$ cat config.mk
export PLATFORM = sky130hd
export DESIGN_NAME = inst_writeback
export DESIGN_NICKNAME = d
export VERILOG_FILES = /design/src/rtl/inst_writeback.sv
export SDC_FILE = /design/constraint.sdc
export NUM_CORES = 1
export LEC_CHECK = 0
export BUFFER_PORTS_ARGS = -buffer_cell sky130_fd_sc_hd__buf_2
export CAP_MARGIN = 20
export CELL_PAD_IN_SITES_DETAIL_PLACEMENT = 1
export CELL_PAD_IN_SITES_GLOBAL_PLACEMENT = 2
export CORE_MARGIN = 4
export CORE_UTILIZATION = 30
export DETAILED_ROUTE_END_ITERATION = 12
export PLACE_DENSITY_LB_ADDON = 0.1
export SYNTH_ARGS = -nofsm -noshare
export SYNTH_HDL_FRONTEND = slang
export SYNTH_SLANG_ARGS = --single-unit
$ cat constraint.sdc
create_clock -name clk -period 2.3 [get_ports clk]
set_input_delay 0.345 -clock clk [delete_from_list [all_inputs] [get_ports clk]]
set_output_delay 0.345 -clock clk [all_outputs]
set_load 0.01 [all_outputs]
$ cat src/rtl/inst_writeback.sv
// inst_writeback: write-back stage downstream of execute.
// Holds each executed instruction for MEM_LAT cycles so that loads line up
// with the registered data-memory read data, then retires it into the
// register-file write port, the flag register and the retired counter.
// Also provides forwarding data and a load-use hazard signal to decode.
module inst_writeback #(
    parameter int MEM_LAT = 2,
    parameter int REG_AW  = 5
) (
    input  logic              clk,
    input  logic              rst,
    input  logic              valid_in,
    input  logic              rw,
    input  logic              md,
    input  logic              fw,
    input  logic [REG_AW-1:0] dr,
    input  logic [31:0]       fout,
    input  logic [31:0]       memout,
    input  logic              v_in,
    input  logic              c_in,
    input  logic              n_in,
    input  logic              z_in,
    input  logic [REG_AW-1:0] sa,
    input  logic [REG_AW-1:0] sb,
    output logic              rf_we,
    output logic [REG_AW-1:0] rf_waddr,
    output logic [31:0]       rf_wdata,
    output logic [3:0]        flags,
    output logic              fwd_a_hit,
    output logic              fwd_b_hit,
    output logic [31:0]       fwd_a_data,
    output logic [31:0]       fwd_b_data,
    output logic              load_hazard,
    output logic [31:0]       retired
);

    // Index 0 is the newest entry, TAIL the oldest (the one about to retire).
    localparam int TAIL = MEM_LAT - 1;

    // Forwarding lookup result layout: {hit, hazard, data[31:0]}.
    // Walks the in-flight entries newest first, then the retiring register;
    // the first destination match decides. A pending load reports a hazard
    // instead of a hit. Register 0 never matches.
    function automatic logic [33:0] fwd_lookup(
        input logic [REG_AW-1:0]              src,
        input logic [MEM_LAT-1:0]             live,
        input logic [MEM_LAT-1:0]             is_load,
        input logic [MEM_LAT-1:0][REG_AW-1:0] dst,
        input logic [MEM_LAT-1:0][31:0]       data,
        input logic                           ret_we,
        input logic [REG_AW-1:0]              ret_addr,
        input logic [31:0]                    ret_data
    );
        logic [33:0] res;
        logic        found;
        res   = 34'd0;
        found = 1'b0;
        if (src != {REG_AW{1'b0}}) begin
            for (int i = 0; i < MEM_LAT; i++) begin
                if (!found && live[i] && (dst[i] == src)) begin
                    found = 1'b1;
                    if (is_load[i]) begin
                        res = {1'b0, 1'b1, 32'd0};
                    end else begin
                        res = {1'b1, 1'b0, data[i]};
                    end
                end
            end
            if (!found && ret_we && (ret_addr == src)) begin
                res = {1'b1, 1'b0, ret_data};
            end
        end
        return res;
    endfunction

    // Pipeline storage
    logic [MEM_LAT-1:0]             valid_r;
    logic [MEM_LAT-1:0]             rw_r;
    logic [MEM_LAT-1:0]             md_r;
    logic [MEM_LAT-1:0]             fw_r;
    logic [MEM_LAT-1:0][REG_AW-1:0] dr_r;
    logic [MEM_LAT-1:0][31:0]       fout_r;
    logic [MEM_LAT-1:0][3:0]        vcnz_r;

    // Retirement registers
    logic              rf_we_r;
    logic [REG_AW-1:0] rf_waddr_r;
    logic [31:0]       rf_wdata_r;
    logic [3:0]        flags_r;
    logic [31:0]       retired_r;

    // Combinational helpers
    logic              rw_eff_s;
    logic [MEM_LAT-1:0] live_s;
    logic [31:0]       ret_data_s;
    logic              tail_wr_s;
    logic              tail_fw_s;
    logic [33:0]       fwd_a_s;
    logic [33:0]       fwd_b_s;

    // Register-0 writes are dropped at capture so nothing downstream sees them.
    always_comb begin
        rw_eff_s = 1'b0;
        if (dr != {REG_AW{1'b0}}) begin
            rw_eff_s = rw;
        end else begin
            rw_eff_s = 1'b0;
        end
    end

    // Shift the instruction pipeline by one stage every cycle.
    always_ff @(posedge clk) begin
        if (rst) begin
            valid_r <= {MEM_LAT{1'b0}};
            rw_r    <= {MEM_LAT{1'b0}};
            md_r    <= {MEM_LAT{1'b0}};
            fw_r    <= {MEM_LAT{1'b0}};
            dr_r    <= {(MEM_LAT*REG_AW){1'b0}};
            fout_r  <= {(MEM_LAT*32){1'b0}};
            vcnz_r  <= {(MEM_LAT*4){1'b0}};
        end else begin
            valid_r[0] <= valid_in;
            rw_r[0]    <= rw_eff_s;
            md_r[0]    <= md;
            fw_r[0]    <= fw;
            dr_r[0]    <= dr;
            fout_r[0]  <= fout;
            vcnz_r[0]  <= {v_in, c_in, n_in, z_in};
            for (int i = 1; i < MEM_LAT; i++) begin
                valid_r[i] <= valid_r[i-1];
                rw_r[i]    <= rw_r[i-1];
                md_r[i]    <= md_r[i-1];
                fw_r[i]    <= fw_r[i-1];
                dr_r[i]    <= dr_r[i-1];
                fout_r[i]  <= fout_r[i-1];
                vcnz_r[i]  <= vcnz_r[i-1];
            end
        end
    end

    // Tail decode: a load takes memout as it stands this cycle, else its fout.
    always_comb begin
        tail_wr_s = valid_r[TAIL] & rw_r[TAIL];
        tail_fw_s = valid_r[TAIL] & fw_r[TAIL];
        if (md_r[TAIL]) begin
            ret_data_s = memout;
        end else begin
            ret_data_s = fout_r[TAIL];
        end
    end

    // Retire the tail entry into the write port, flags and retired counter.
    always_ff @(posedge clk) begin
        if (rst) begin
            rf_we_r    <= 1'b0;
            rf_waddr_r <= {REG_AW{1'b0}};
            rf_wdata_r <= 32'd0;
            flags_r    <= 4'b0000;
            retired_r  <= 32'd0;
        end else begin
            rf_we_r <= tail_wr_s;
            if (tail_wr_s) begin
                rf_waddr_r <= dr_r[TAIL];
                rf_wdata_r <= ret_data_s;
            end
            if (tail_fw_s) begin
                flags_r <= vcnz_r[TAIL];
            end
            if (valid_r[TAIL]) begin
                retired_r <= retired_r + 32'd1;
            end
        end
    end

    // Forwarding search for both decode source operands.
    always_comb begin
        live_s  = valid_r & rw_r;
        fwd_a_s = fwd_lookup(sa, live_s, md_r, dr_r, fout_r,
                             rf_we_r, rf_waddr_r, rf_wdata_r);
        fwd_b_s = fwd_lookup(sb, live_s, md_r, dr_r, fout_r,
                             rf_we_r, rf_waddr_r, rf_wdata_r);
    end

    assign rf_we       = rf_we_r;
    assign rf_waddr    = rf_waddr_r;
    assign rf_wdata    = rf_wdata_r;
    assign flags       = flags_r;
    assign retired     = retired_r;
    assign fwd_a_hit   = fwd_a_s[33];
    assign fwd_b_hit   = fwd_b_s[33];
    assign fwd_a_data  = fwd_a_s[31:0];
    assign fwd_b_data  = fwd_b_s[31:0];
    assign load_hazard = fwd_a_s[32] | fwd_b_s[32];

endmodule

==> results of run 1 <==
synthesized netlist by cell type (13+ instances only):
| cell | count | area (µm²) |
|---|---|---|
| sky130_fd_sc_hd__nor2_1 | 68 | 255.2 |
| sky130_fd_sc_hd__nand3_1 | 17 | 85.08 |
| sky130_fd_sc_hd__nor2b_1 | 117 | 732.0 |
| sky130_fd_sc_hd__xnor2_1 | 42 | 367.9 |
| sky130_fd_sc_hd__nand2_1 | 29 | 108.9 |
| sky130_fd_sc_hd__inv_1 | 17 | 63.81 |
| sky130_fd_sc_hd__xor2_1 | 13 | 113.9 |
| sky130_fd_sc_hd__nor3_1 | 61 | 305.3 |
| sky130_fd_sc_hd__a211oi_1 | 38 | 285.3 |
| sky130_fd_sc_hd__clkbuf_1 | 54 | 202.7 |
| sky130_fd_sc_hd__a22oi_1 | 32 | 240.2 |
| sky130_fd_sc_hd__a221oi_1 | 28 | 245.2 |
| sky130_fd_sc_hd__o31ai_1 | 31 | 232.7 |
| sky130_fd_sc_hd__dfxtp_1 | 164 | 3283 |
| sky130_fd_sc_hd__buf_2 | 13 | 65.06 |
| sky130_fd_sc_hd__a21oi_1 | 78 | 390.4 |
cells in the final DEF (no fill, tap or decap), types with 5 or more instances in the layout:
cell                          n
sky130_fd_sc_hd__xnor2_1     36
sky130_fd_sc_hd__o31ai_4     11
sky130_fd_sc_hd__dfxtp_1    155
sky130_fd_sc_hd__dfxtp_2      7
sky130_fd_sc_hd__a221oi_2     5
sky130_fd_sc_hd__xor2_1      12
sky130_fd_sc_hd__nand2_1     28
sky130_fd_sc_hd__inv_6        7
sky130_fd_sc_hd__a211oi_1    36
sky130_fd_sc_hd__nand3_1     16
sky130_fd_sc_hd__a21oi_1     49
sky130_fd_sc_hd__buf_4       68
sky130_fd_sc_hd__buf_6       27
sky130_fd_sc_hd__buf_12      10
sky130_fd_sc_hd__xnor2_2      5
sky130_fd_sc_hd__nand4_1     10
sky130_fd_sc_hd__o31ai_2     18
sky130_fd_sc_hd__or3_1        6
sky130_fd_sc_hd__a21oi_2     18
sky130_fd_sc_hd__a221oi_1    21
sky130_fd_sc_hd__clkbuf_16   21
sky130_fd_sc_hd__nor2b_1    117
sky130_fd_sc_hd__a21oi_4     11
sky130_fd_sc_hd__a22oi_1     32
sky130_fd_sc_hd__o21ai_0      6
sky130_fd_sc_hd__nor2_1      64
sky130_fd_sc_hd__buf_2      216
sky130_fd_sc_hd__nor3_2      14
sky130_fd_sc_hd__nor3_1      55
sky130_fd_sc_hd__inv_1       17
registers in the layout, indices dropped and copies added (netlist names):
signal    count
valid_r       2
flags         4
dr_r         10
rf_we         1
fw_r          2
fout_r       64
retired      32
md_r          2
rf_waddr      5
rf_wdata     32
vcnz_r        8
rw_r          2
critical path, stage by stage (launching register included):
cell                        delay (ns)
sky130_fd_sc_hd__dfxtp_2          0.34
sky130_fd_sc_hd__buf_6            0.12
sky130_fd_sc_hd__xnor2_2          0.14
sky130_fd_sc_hd__nand4_1          0.18
sky130_fd_sc_hd__a311o_2          0.38
sky130_fd_sc_hd__or2_4            0.33
sky130_fd_sc_hd__clkbuf_16        0.20
sky130_fd_sc_hd__a21oi_4          0.17
sky130_fd_sc_hd__buf_6            0.13
routing by layer:
metal	wire, µm	up-vias	track usage [%]
met5	0	-	0
met2	14210	249	32.67
met1	14370	3870	28.42
met3	1496	33	3.678
li1	-	3700	-
met4	548	0	5.328
timing repair:
action | 4_1_cts | 5_1_grt
pin swaps | 16 | 22
gates cloned | 1 | 5
setup buffers | 5 | 8
gates resized for setup | 96 | 75
endpoints found under the setup margin | 67 | 67
power by group through the flow:
stage	sequential [mW]	combinational (mW)	clock (mW)
floorplan	3.03	0.205	0
global placement	3.05	0.403	0
detailed placement	3.05	0.409	0
CTS	2.98	0.433	3.01
global route	2.99	0.485	3.14
finish	2.98	0.444	2.95
worst min path at each step:
stage,start,to,slack [ns],cells past startpoint
finish,fout[11],fout_r[11]$_SDFF_PP0_,0.12,2
global route,fout[7],fout_r[7]$_SDFF_PP0_,0.12,2
CTS,fout[11],fout_r[11]$_SDFF_PP0_,0.11,2
detailed placement,fw_r[0]$_SDFF_PP0_,fw_r[1]$_SDFF_PP0_,0.43,1
global placement,vcnz_r[3]$_SDFF_PP0_,vcnz_r[7]$_SDFF_PP0_,0.42,1
floorplan,fw_r[0]$_SDFF_PP0_,fw_r[1]$_SDFF_PP0_,0.41,1
cell type report:
type	instances	area [µm²]
antenna	1	2.502
tap	324	405.4
clock buffer	17	425.4
multi-input combinational	626	4641
inverter	17	63.81
fill	2875	13370
timing repair buffer	327	2238
clock inverter	15	163.9
sequential	164	3299
logic make-up after synthesis:
group	after synthesis	share of synthesized area [%]
flip-flops	164	43.19
buffers and inverters	94	5.103
AND/OR/NAND/NOR	340	24.72
multiplexers	1	0.1317
XOR/XNOR	55	6.337
adder cells (fa/ha/maj)	1	0.1646
AO/OA/AOI/OAI	228	20.35
==> qor.tcl, run 1 <==
set qor(status) {finished with violations}
set qor(violations_in_the_final_reports) {negative setup slack}
set qor(htreeDepth) 4
set qor(grt_overflow_total) 0
set qor(ctsLongestPathBuffers) 2
set qor(synth_async_sr_flop_share_pct) 0
set qor(vdd.ir_drop.worst_mv) 0.5131
set qor(worst_setup_path_startpoint) {rf_waddr[3]$_SDFFE_PP0N_}
set qor(final_design_area_no_fill_um2) 11240
set qor(route.detailed.drc) 0
set qor(switching_power_mw) 1.618
set qor(holdWs_ns) 0.1246
set qor(grt_pass1_vias) 7980
set qor(die_height_um) 167.2
set qor(grt_setup_unrepaired) {yes}
set qor(r2r.worst_path.cells) 5
set qor(max-slew-margin-rel_pct) 72.23
set qor(die_width_um) 167.2
set qor(insertion_delay_ns) 0.42
set qor(fin_worst_skew_ns) 0.01466
set qor(num_vias) 7852
set qor(critical_path.reg2reg.endpoint) {retired[14]$_SDFFE_PP0P_}
set qor(finalCritPeriodShare_pct) 120.0
set qor(critical_path.endpoint_type) {primary output}
set qor(place_hpwl_mm) 21.31
set qor(cellPowerDensity_nw_per_um2) 567.5
set qor(cts.sink_count) 164
set qor(worst-r2r-setup-slack_ns) 0.30
set qor(cts_hold_repair.buffers) 0
set qor(cts_inserted_buffers) 17
set qor(wl_per_cell_um) 20.54
set qor(synth_cell_types) 45
set qor(power.switching_fraction_pct) 25.36
set qor(cts.clk_slew.worst_paths_ns) 0.08
set qor(routed_vias_inst) 5.266
set qor(detailedRoute.firstPassIterationCount) 5
set qor(route.antenna.remaining_nets) 0
set qor(synth_edf_count) 0
set qor(dp_worst_setup_slack_ns) -0.3018
set qor(hold_violations) 0
set qor(synth-seq-cells) 164
set qor(synth-main-ff-cell) {sky130_fd_sc_hd__dfxtp_1}
set qor(first_pass_grt_wire_length_mm) 46.00
set qor(fraction_of_final_layout_cells_with_drive_strength_greater_than_1_pct) 41.25
set qor(number_of_antenna_violations_at_the_first_check_in_global_routing) 1
set qor(io_buffer_count) 229
set qor(cts_tree) {done}
set qor(p_total_mw) 6.378
set qor(power_frac_clock_pct) 46.3
set qor(finalSetupTns_ns) -25.46
set qor(synth_fp_nets) 973
set qor(share_of_the_core_filled_with_cells_pct) 45.68
set qor(r2r_start) {retired[1]$_SDFFE_PP0P_}
set qor(drtIter0Drc) 365
set qor(critPathRequiredTime_ns) 1.96
set qor(power.leakage_nw) 4.635
set qor(internal_power_mw) 4.761
set qor(start_util_pct) 30.89
set qor(dp_cells) 1441
set qor(critical_path_source_type) {flip-flop}
set qor(sequential_area_share_after_synthesis_pct) 43.19
set qor(ys.warnings.count) 0
set qor(design.portCount) 230
set qor(postPlaceCellArea_um2) 9562
set qor(final-instance-count-excl-fill) 1491
set qor(core-area_um2) 24600
set qor(post_synthesis_to_final_layout_area_growth_pct) 47.87
set qor(die-area_um2) 27950
set qor(place_congestion) 0.8137
set qor(max_clock_freq_mhz) 362.3
set qor(critical_path.max_fanout) 6
set qor(synth_area_per_cell_um2) 8.608
set qor(p_comb_share_pct) 7.0
set qor(report.final.slew_viol_count) 0
set qor(syn_area_um2) 7601
set qor(cap_violations) 0
set qor(tightest_slew_ns) 0.4158
set qor(grt_max_degree) 49
set qor(nets) 1243
set qor(crit_arrival_ns) 2.41
set qor(grtUsageTotal_pct) 20.35
set qor(finalSetupViolCount) 67
set qor(std_cell_rows) 57
set qor(seqPwrFrac_pct) 46.8
set qor(period_needed_ns) 2.760
set qor(ctsRootBufferMaster) {sky130_fd_sc_hd__clkbuf_16}
set qor(path_class) {flip-flop to primary output}
set qor(endpoint) {fwd_a_data[12]}
set qor(layout_setup_ws_ns) -0.4600
set qor(hold_class) {input pin to flip-flop}
set qor(final_wirelength_mm) 30.63
set qor(post_synth_inst_count) 883
(Power assumes the default switching activity.)
==> inputs of run 2 (changes only) <==
--- a/config.mk
+++ b/config.mk
@@ -12,7 +12,8 @@
 export CORE_MARGIN = 4
 export CORE_UTILIZATION = 30
 export DETAILED_ROUTE_END_ITERATION = 12
-export PLACE_DENSITY_LB_ADDON = 0.1
+export PLACE_DENSITY = 0.77
 export SYNTH_ARGS = -nofsm -noshare
 export SYNTH_HDL_FRONTEND = slang
 export SYNTH_SLANG_ARGS = --single-unit
+export TNS_END_PERCENT = 30
==> run 2 against run 1 <==
Against the previous run: the flow still finishes with violations (negative setup slack); fmax decreased by 0.32%; worst hold slack worse by 0.0089 ns; critical endpoint is now fwd_a_data[29]; non-clock buffer count down 28; combinational power rose by 1%.
==> qor.tcl, run 2 (synthesized netlist as in run 1, its figures left out) <==
set qor(crit_chain) {xor2_2 > nor4_4 > buf_4 > a311o_2 > buf_4 > o31ai_1 > a21oi_4 > buf_2}
set qor(hold_violations) 0 ;# unchanged
set qor(largest_reg_flops) 64 ;# unchanged
set qor(holdPathStages) 2 ;# unchanged
set qor(cellPowerDensity_nw_per_um2) 573.3 ;# +1.0%
set qor(grt_max_degree) 52 ;# +6.1%
set qor(start_util_pct) 30.89 ;# unchanged
set qor(num_vias) 7764 ;# -1.1%
set qor(mostFrequentLayoutCells) {sky130_fd_sc_hd__buf_2 (222), sky130_fd_sc_hd__dfxtp_1 (152), sky130_fd_sc_hd__nor2b_1 (117), sky130_fd_sc_hd__nor2_1 (64), sky130_fd_sc_hd__a21oi_1 (49)}
set qor(fraction_of_final_layout_cells_with_drive_strength_greater_than_1_pct) 41.78 ;# +0.52 points
set qor(r2r.worst_path.cells) 5 ;# unchanged
set qor(route.antenna.remaining_nets) 0 ;# unchanged
set qor(die-area_um2) 27950 ;# unchanged
set qor(layout.cells.most_common) {sky130_fd_sc_hd__buf_2}
set qor(ctsRootBufferMaster) {sky130_fd_sc_hd__clkbuf_16}
set qor(grt_overflow_total) 0 ;# unchanged
set qor(max_clock_freq_mhz) 361.2 ;# -0.32%
set qor(layout_setup_ws_ns) -0.4689 ;# -0.008904 ns
set qor(die_height_um) 167.2 ;# unchanged
set qor(wl_per_cell_um) 21.18 ;# +3.1%
set qor(tightest_slew_ns) 0.5073 ;# +0.09154 ns
set qor(final_wirelength_mm) 30.96 ;# +1.1%
set qor(std_cell_rows) 57 ;# unchanged
set qor(cap_violations) 0 ;# unchanged
set qor(holdWs_ns) 0.1157 ;# -0.008917 ns
set qor(report.final.slew_viol_count) 0 ;# unchanged
set qor(critical_path.max_fanout) 8 ;# +2
set qor(ctsLongestPathBuffers) 2 ;# unchanged
set qor(cts.sink_count) 164 ;# unchanged
set qor(post_synthesis_to_final_layout_area_growth_pct) 45.38
set qor(hold_class) {input pin to flip-flop}
set qor(place_hpwl_mm) 20.18 ;# -5.3%
set qor(path_class) {flip-flop to primary output}
set qor(vdd.ir_drop.worst_mv) 0.3873 ;# -25%
set qor(design.portCount) 230 ;# unchanged
set qor(critical_path_source_type) {flip-flop}
set qor(critPathRequiredTime_ns) 1.96 ;# about the same
set qor(power.leakage_nw) 4.535 ;# -2.1%
set qor(cts_tree) {done}
set qor(crit_arrival_ns) 2.42 ;# about the same
set qor(critical_path.endpoint_type) {primary output}
set qor(fin_worst_skew_ns) 0.01337 ;# -0.001286 ns
set qor(grtUsageTotal_pct) 20.61 ;# +0.25 points
set qor(insertion_delay_ns) 0.43 ;# about the same
set qor(postPlaceCellArea_um2) 9534 ;# -0.29%
set qor(detailedRoute.firstPassIterationCount) 5 ;# unchanged
set qor(route.detailed.drc) 0 ;# unchanged
set qor(io_buffer_count) 229 ;# unchanged
set qor(critical-path-max-stage-delay_ns) 0.42 ;# +0.04 ns
set qor(routed_vias_inst) 5.311 ;# +0.84%
set qor(grt_pass1_vias) 7859 ;# -1.5%
set qor(final_design_area_no_fill_um2) 11050 ;# -1.7%
set qor(core-area_um2) 24600 ;# unchanged
set qor(die_width_um) 167.2 ;# unchanged
set qor(cts_hold_repair.buffers) 0 ;# unchanged
set qor(place_congestion) 0.8492 ;# +4.4%
set qor(crit_top_cell) {sky130_fd_sc_hd__buf_4}
set qor(period_needed_ns) 2.769 ;# +0.008904 ns
set qor(first_pass_grt_wire_length_mm) 46.18 ;# +0.40%
set qor(cts_inserted_buffers) 17 ;# unchanged
set qor(drtIter0Drc) 566 ;# +55%
set qor(finalCritPeriodShare_pct) 120.4 ;# +0.39 points
set qor(status) {finished with violations}
set qor(regMostFlops) {fout_r}
set qor(violations_in_the_final_reports) {negative setup slack}
set qor(grt_setup_unrepaired) {yes}
set qor(finalSetupViolCount) 67 ;# unchanged
set qor(htreeDepth) 4 ;# unchanged
set qor(number_of_antenna_violations_at_the_first_check_in_global_routing) 1 ;# unchanged
set qor(cts.clk_slew.worst_paths_ns) 0.07 ;# about the same
set qor(critical_path.slowest_cell) {sky130_fd_sc_hd__o31ai_1}
set qor(max-slew-margin-rel_pct) 66.18 ;# -6.0 points
set qor(nets) 1214 ;# -2.3%
## run 2: changes by cell type in the layout (fill, tap and decap cells not counted), moves of 5 or more
cell,previous run,this run
sky130_fd_sc_hd__o31ai_4,11,1
sky130_fd_sc_hd__a221oi_2,5,18
sky130_fd_sc_hd__buf_2,216,222
sky130_fd_sc_hd__clkinv_8,0,5
sky130_fd_sc_hd__a21oi_4,11,5
sky130_fd_sc_hd__a221oi_1,21,8
sky130_fd_sc_hd__buf_6,27,6
sky130_fd_sc_hd__buf_12,10,18
sky130_fd_sc_hd__nor3_1,55,43
sky130_fd_sc_hd__o31ai_1,2,14
sky130_fd_sc_hd__a21oi_2,18,24
sky130_fd_sc_hd__buf_4,68,46
sky130_fd_sc_hd__nor3_2,14,28
## run 2: repair_timing
item,4_1_cts,5_1_grt
pin swaps,23,28
endpoints found under the setup margin,67,67
gates cloned,2,5
gates resized for setup,71,75
buffers inserted,1,3
## run 2: report_power, final
group | switching, mW | internal, mW
Clock | 1.42 | 1.48
Combinational | 0.247 | 0.202
Sequential | 0.0656 | 2.92
Total | 1.73 | 4.60
## run 2: final timing paths
check                           slack [ns]                    start                       end
worst max-delay path                 -0.47       dr_r[7]$_SDFF_PP0_            fwd_a_data[29]
worst min-delay path                  0.12                     n_in      vcnz_r[1]$_SDFF_PP0_
worst max register to register        0.26  retired[0]$_SDFFE_PP0P_  retired[18]$_SDFFE_PP0P_
worst min register to register        0.45     vcnz_r[1]$_SDFF_PP0_      vcnz_r[5]$_SDFF_PP0_
## run 2: through the flow
stage               cells  setup WS [ns]  utilization [%]  setup TNS (ns)  total power [mW]
floorplan             883         0.2140                -               0             3.232
global placement     1418        -0.2553            38.75          -8.262             3.454
detailed placement   1418        -0.3235            38.75          -11.84             3.460
CTS                  1453        -0.4507            42.61          -25.22             6.371
global route         1462        -0.5313            44.91          -30.33             6.577
finish               1462        -0.4689            44.91          -24.16             6.336
## run 2: area by class of cell
class	instances	area, µm²
fill	2903	13550
antenna	1	2.502
multi-input combinational	625	4614
inverter	17	63.81
tap	324	405.4
clock buffer	17	425.4
timing repair buffer	299	2054
clock inverter	15	181.4
sequential	164	3303
## run 2: metal layers
| layer | vias up | share of wire, % | GRT usage (%) |
|---|---|---|---|
| met2 | 258 | 48 | 33.53 |
| met5 | - | 0 | 0 |
| met3 | 32 | 5.0 | 4.078 |
| met4 | 0 | 1.9 | 5.999 |
| li1 | 3632 | - | - |
| met1 | 3842 | 45 | 27.92 |
## run 2: critical path, delay by kind of cell, from the launching register on
kind	cells	cell delay, ns
DFF	1	0.38
buffers and inverters	3	0.49
xor gates and xnor gates	1	0.21
AOI/OAI and AO/OA	3	0.83
and+or+nand+nor	1	0.08
==> inputs of run 3 (changes only) <==
==> constraint.sdc (replaced) <==
create_clock -name clk -period 3.2 [get_ports clk]
set_input_delay 0.48 -clock clk [delete_from_list [all_inputs] [get_ports clk]]
set_output_delay 0.48 -clock clk [all_outputs]
set_load 0.01 [all_outputs]
==> run 3 against run 2 <==
Against the previous run: the flow now finishes without violations; clock skew shrank 0.0011 ns; die area is the same; total power shrank 29%; flip-flop and latch count is the same; core utilization shrank 5.3 points; first-iteration DRC count shrank 30%; combinational power shrank 39%; critical path type unchanged; largest power group unchanged.
==> qor.tcl, run 3 (synthesized netlist as in run 1, its figures left out) <==
set qor(std_cell_rows) 57 ;# unchanged
set qor(die-area_um2) 27950 ;# unchanged
set qor(io_buffer_count) 229 ;# unchanged
set qor(first_pass_grt_wire_length_mm) 44.95 ;# -2.7%
set qor(cap_violations) 0 ;# unchanged
set qor(wl_per_cell_um) 20.27 ;# -4.3%
set qor(worst-r2r-setup-slack_ns) 0.98 ;# +0.72 ns
set qor(p_comb_share_pct) 6.0 ;# -1.1 points
set qor(grt_max_degree) 84 ;# +62%
set qor(mostFrequentLayoutCells) {sky130_fd_sc_hd__buf_2 (228), sky130_fd_sc_hd__dfxtp_1 (163), sky130_fd_sc_hd__nor2b_1 (117), sky130_fd_sc_hd__a21oi_1 (78), sky130_fd_sc_hd__nor2_1 (64)}
set qor(hold_violations) 0 ;# unchanged
set qor(dp_worst_setup_slack_ns) 0.2766 ;# +0.6001 ns
set qor(power.leakage_nw) 3.940 ;# -13%
set qor(critPathRequiredTime_ns) 2.72 ;# +0.76 ns
set qor(layout.cells.most_common) {sky130_fd_sc_hd__buf_2}
set qor(final_wirelength_mm) 28.64 ;# -7.5%
set qor(layout_setup_ws_ns) 0.1758 ;# +0.6447 ns
set qor(vdd.ir_drop.worst_mv) 0.2929 ;# -24%
set qor(tightest_slew_ns) 1.109 ;# +0.6021 ns
set qor(detailedRoute.firstPassIterationCount) 4 ;# -1
set qor(insertion_delay_ns) 0.42 ;# about the same
set qor(grtUsageTotal_pct) 19.96 ;# -0.65 points
set qor(largest_reg_flops) 64 ;# unchanged
set qor(start_util_pct) 30.89 ;# unchanged
set qor(drtIter0Drc) 396 ;# -30%
set qor(post_synthesis_to_final_layout_area_growth_pct) 28.16
set qor(hold_class) {input pin to flip-flop}
set qor(cts_tree) {done}
set qor(place_hpwl_mm) 19.62 ;# -2.8%
set qor(die_height_um) 167.2 ;# unchanged
set qor(finalSetupViolCount) 0 ;# -100%
set qor(cts_hold_repair.buffers) 0 ;# unchanged
set qor(num_vias) 7402 ;# -4.7%
set qor(report.final.slew_viol_count) 0 ;# unchanged
set qor(cts.sink_count) 164 ;# unchanged
set qor(cts_inserted_buffers) 17 ;# unchanged
set qor(post_cts.repair.setup_buffers) 0 ;# -1
set qor(r2r.worst_path.cells) 5 ;# unchanged
set qor(endpoint) {fwd_b_data[17]}
set qor(seqPwrFrac_pct) 47.6 ;# +0.5 points
set qor(path_class) {flip-flop to primary output}
set qor(final_design_area_no_fill_um2) 9742 ;# -12%
set qor(period_needed_ns) 3.024
set qor(cts.clk_slew.worst_paths_ns) 0.07 ;# about the same
set qor(max_clock_freq_mhz) 330.7
set qor(fin_worst_skew_ns) 0.01231 ;# -0.001058 ns
set qor(post_cts_resize_count) 0 ;# -100%
set qor(cellPowerDensity_nw_per_um2) 462.9 ;# -19%
set qor(critical_path.reg2reg.endpoint) {retired[23]$_SDFFE_PP0P_}
set qor(critical_path.endpoint_type) {primary output}
set qor(route.detailed.drc) 0 ;# unchanged
set qor(finalCritPeriodShare_pct) 94.51
set qor(core-area_um2) 24600 ;# unchanged
set qor(routed_vias_inst) 5.238 ;# -1.4%
set qor(crit_arrival_ns) 2.54 ;# +0.12 ns
set qor(design.portCount) 230 ;# unchanged
set qor(switching_power_mw) 1.058 ;# -39%
set qor(fraction_of_final_layout_cells_with_drive_strength_greater_than_1_pct) 28.28 ;# -13 points
set qor(holdWs_ns) 0.2671 ;# +0.1513 ns
set qor(finalSetupTns_ns) 0 ;# +24.16 ns
set qor(r2r_start) {valid_r[1]$_SDFF_PP0_}
set qor(number_of_antenna_violations_at_the_first_check_in_global_routing) 1 ;# unchanged
set qor(power.switching_fraction_pct) 23.47 ;# -3.9 points
set qor(ctsRootBufferMaster) {sky130_fd_sc_hd__clkbuf_16}
set qor(critical_path_source_type) {flip-flop}
set qor(place_congestion) 0.7784 ;# -8.3%
set qor(worst_setup_path_startpoint) {rf_waddr[0]$_SDFFE_PP0N_}
set qor(grt_setup_unrepaired) {no}
set qor(postPlaceCellArea_um2) 9139 ;# -4.1%
set qor(power_frac_clock_pct) 46.4 ;# +0.6 points
set qor(status) {finished, final reports clean}
set qor(die_width_um) 167.2 ;# unchanged
set qor(ctsLongestPathBuffers) 2 ;# unchanged
set qor(grt_pass1_vias) 7673 ;# -2.4%
set qor(route.antenna.remaining_nets) 0 ;# unchanged
set qor(critical_path.max_fanout) 34 ;# +26
set qor(htreeDepth) 4 ;# unchanged
set qor(fillerInstances) 2938 ;# +1.2%
set qor(regMostFlops) {fout_r}
set qor(holdPathStages) 2 ;# unchanged
set qor(internal_power_mw) 3.451 ;# -25%
set qor(max-slew-margin-rel_pct) 25.78 ;# -40 points
set qor(grt_overflow_total) 0 ;# unchanged
set qor(nets) 1167 ;# -3.9%
set qor(p_total_mw) 4.510 ;# -29%
set qor(n_antenna_cell) 0 ;# -1
## run 3: worst min-delay path by stage
stage,to,startpoint,slack [ns]
finish,fout_r[26]$_SDFF_PP0_,fout[26],0.27
global route,vcnz_r[1]$_SDFF_PP0_,n_in,0.26
CTS,fout_r[26]$_SDFF_PP0_,fout[26],0.25
detailed placement,vcnz_r[7]$_SDFF_PP0_,vcnz_r[3]$_SDFF_PP0_,0.43
global placement,vcnz_r[5]$_SDFF_PP0_,vcnz_r[1]$_SDFF_PP0_,0.42
floorplan,fw_r[1]$_SDFF_PP0_,fw_r[0]$_SDFF_PP0_,0.41
## run 3: metal layers
layer	vias to the layer above	global-route usage [%]	share of wire, %
li1	3530	-	-
met3	24	3.300	5.8
met1	3600	27.21	45
met5	-	0	0.045
met4	2	5.999	1.7
met2	246	32.65	47
## run 3: power by group through the flow
stage	Sequential [mW]	Combinational [mW]	Clock [mW]
after floorplan	2.18	0.147	0
after global placement	2.19	0.270	0
after detailed placement	2.19	0.274	0
after CTS	2.15	0.276	2.15
after global routing	2.15	0.298	2.24
final	2.15	0.272	2.09
## run 3: layout make-up
type | instances | area [µm²] | area share [%]
clock buffer | 20 | 436.7 | 4.482
clock inverter | 11 | 152.6 | 1.567
timing repair buffer | 252 | 1421 | 14.59
multi-input combinational | 625 | 3978 | 40.83
tap | 324 | 405.4 | 4.161
sequential | 164 | 3284 | 33.71
inverter | 17 | 63.81 | 0.6550
## run 3: critical path, cell delays in order, from the launching register on
cell	delay, ns
sky130_fd_sc_hd__dfxtp_1	0.36
sky130_fd_sc_hd__xor2_1	0.21
sky130_fd_sc_hd__nor4_2	0.37
sky130_fd_sc_hd__o2111a_1	0.29
sky130_fd_sc_hd__buf_12	0.22
sky130_fd_sc_hd__a221oi_1	0.11
sky130_fd_sc_hd__nor3_1	0.34
sky130_fd_sc_hd__buf_2	0.21
## run 3: through the flow
stage	std cells	utilization, %
after floorplan	883	-
after global placement	1382	37.14
after detailed placement	1382	37.14
after CTS	1413	39.54
after global routing	1413	39.59
final	1413	39.59
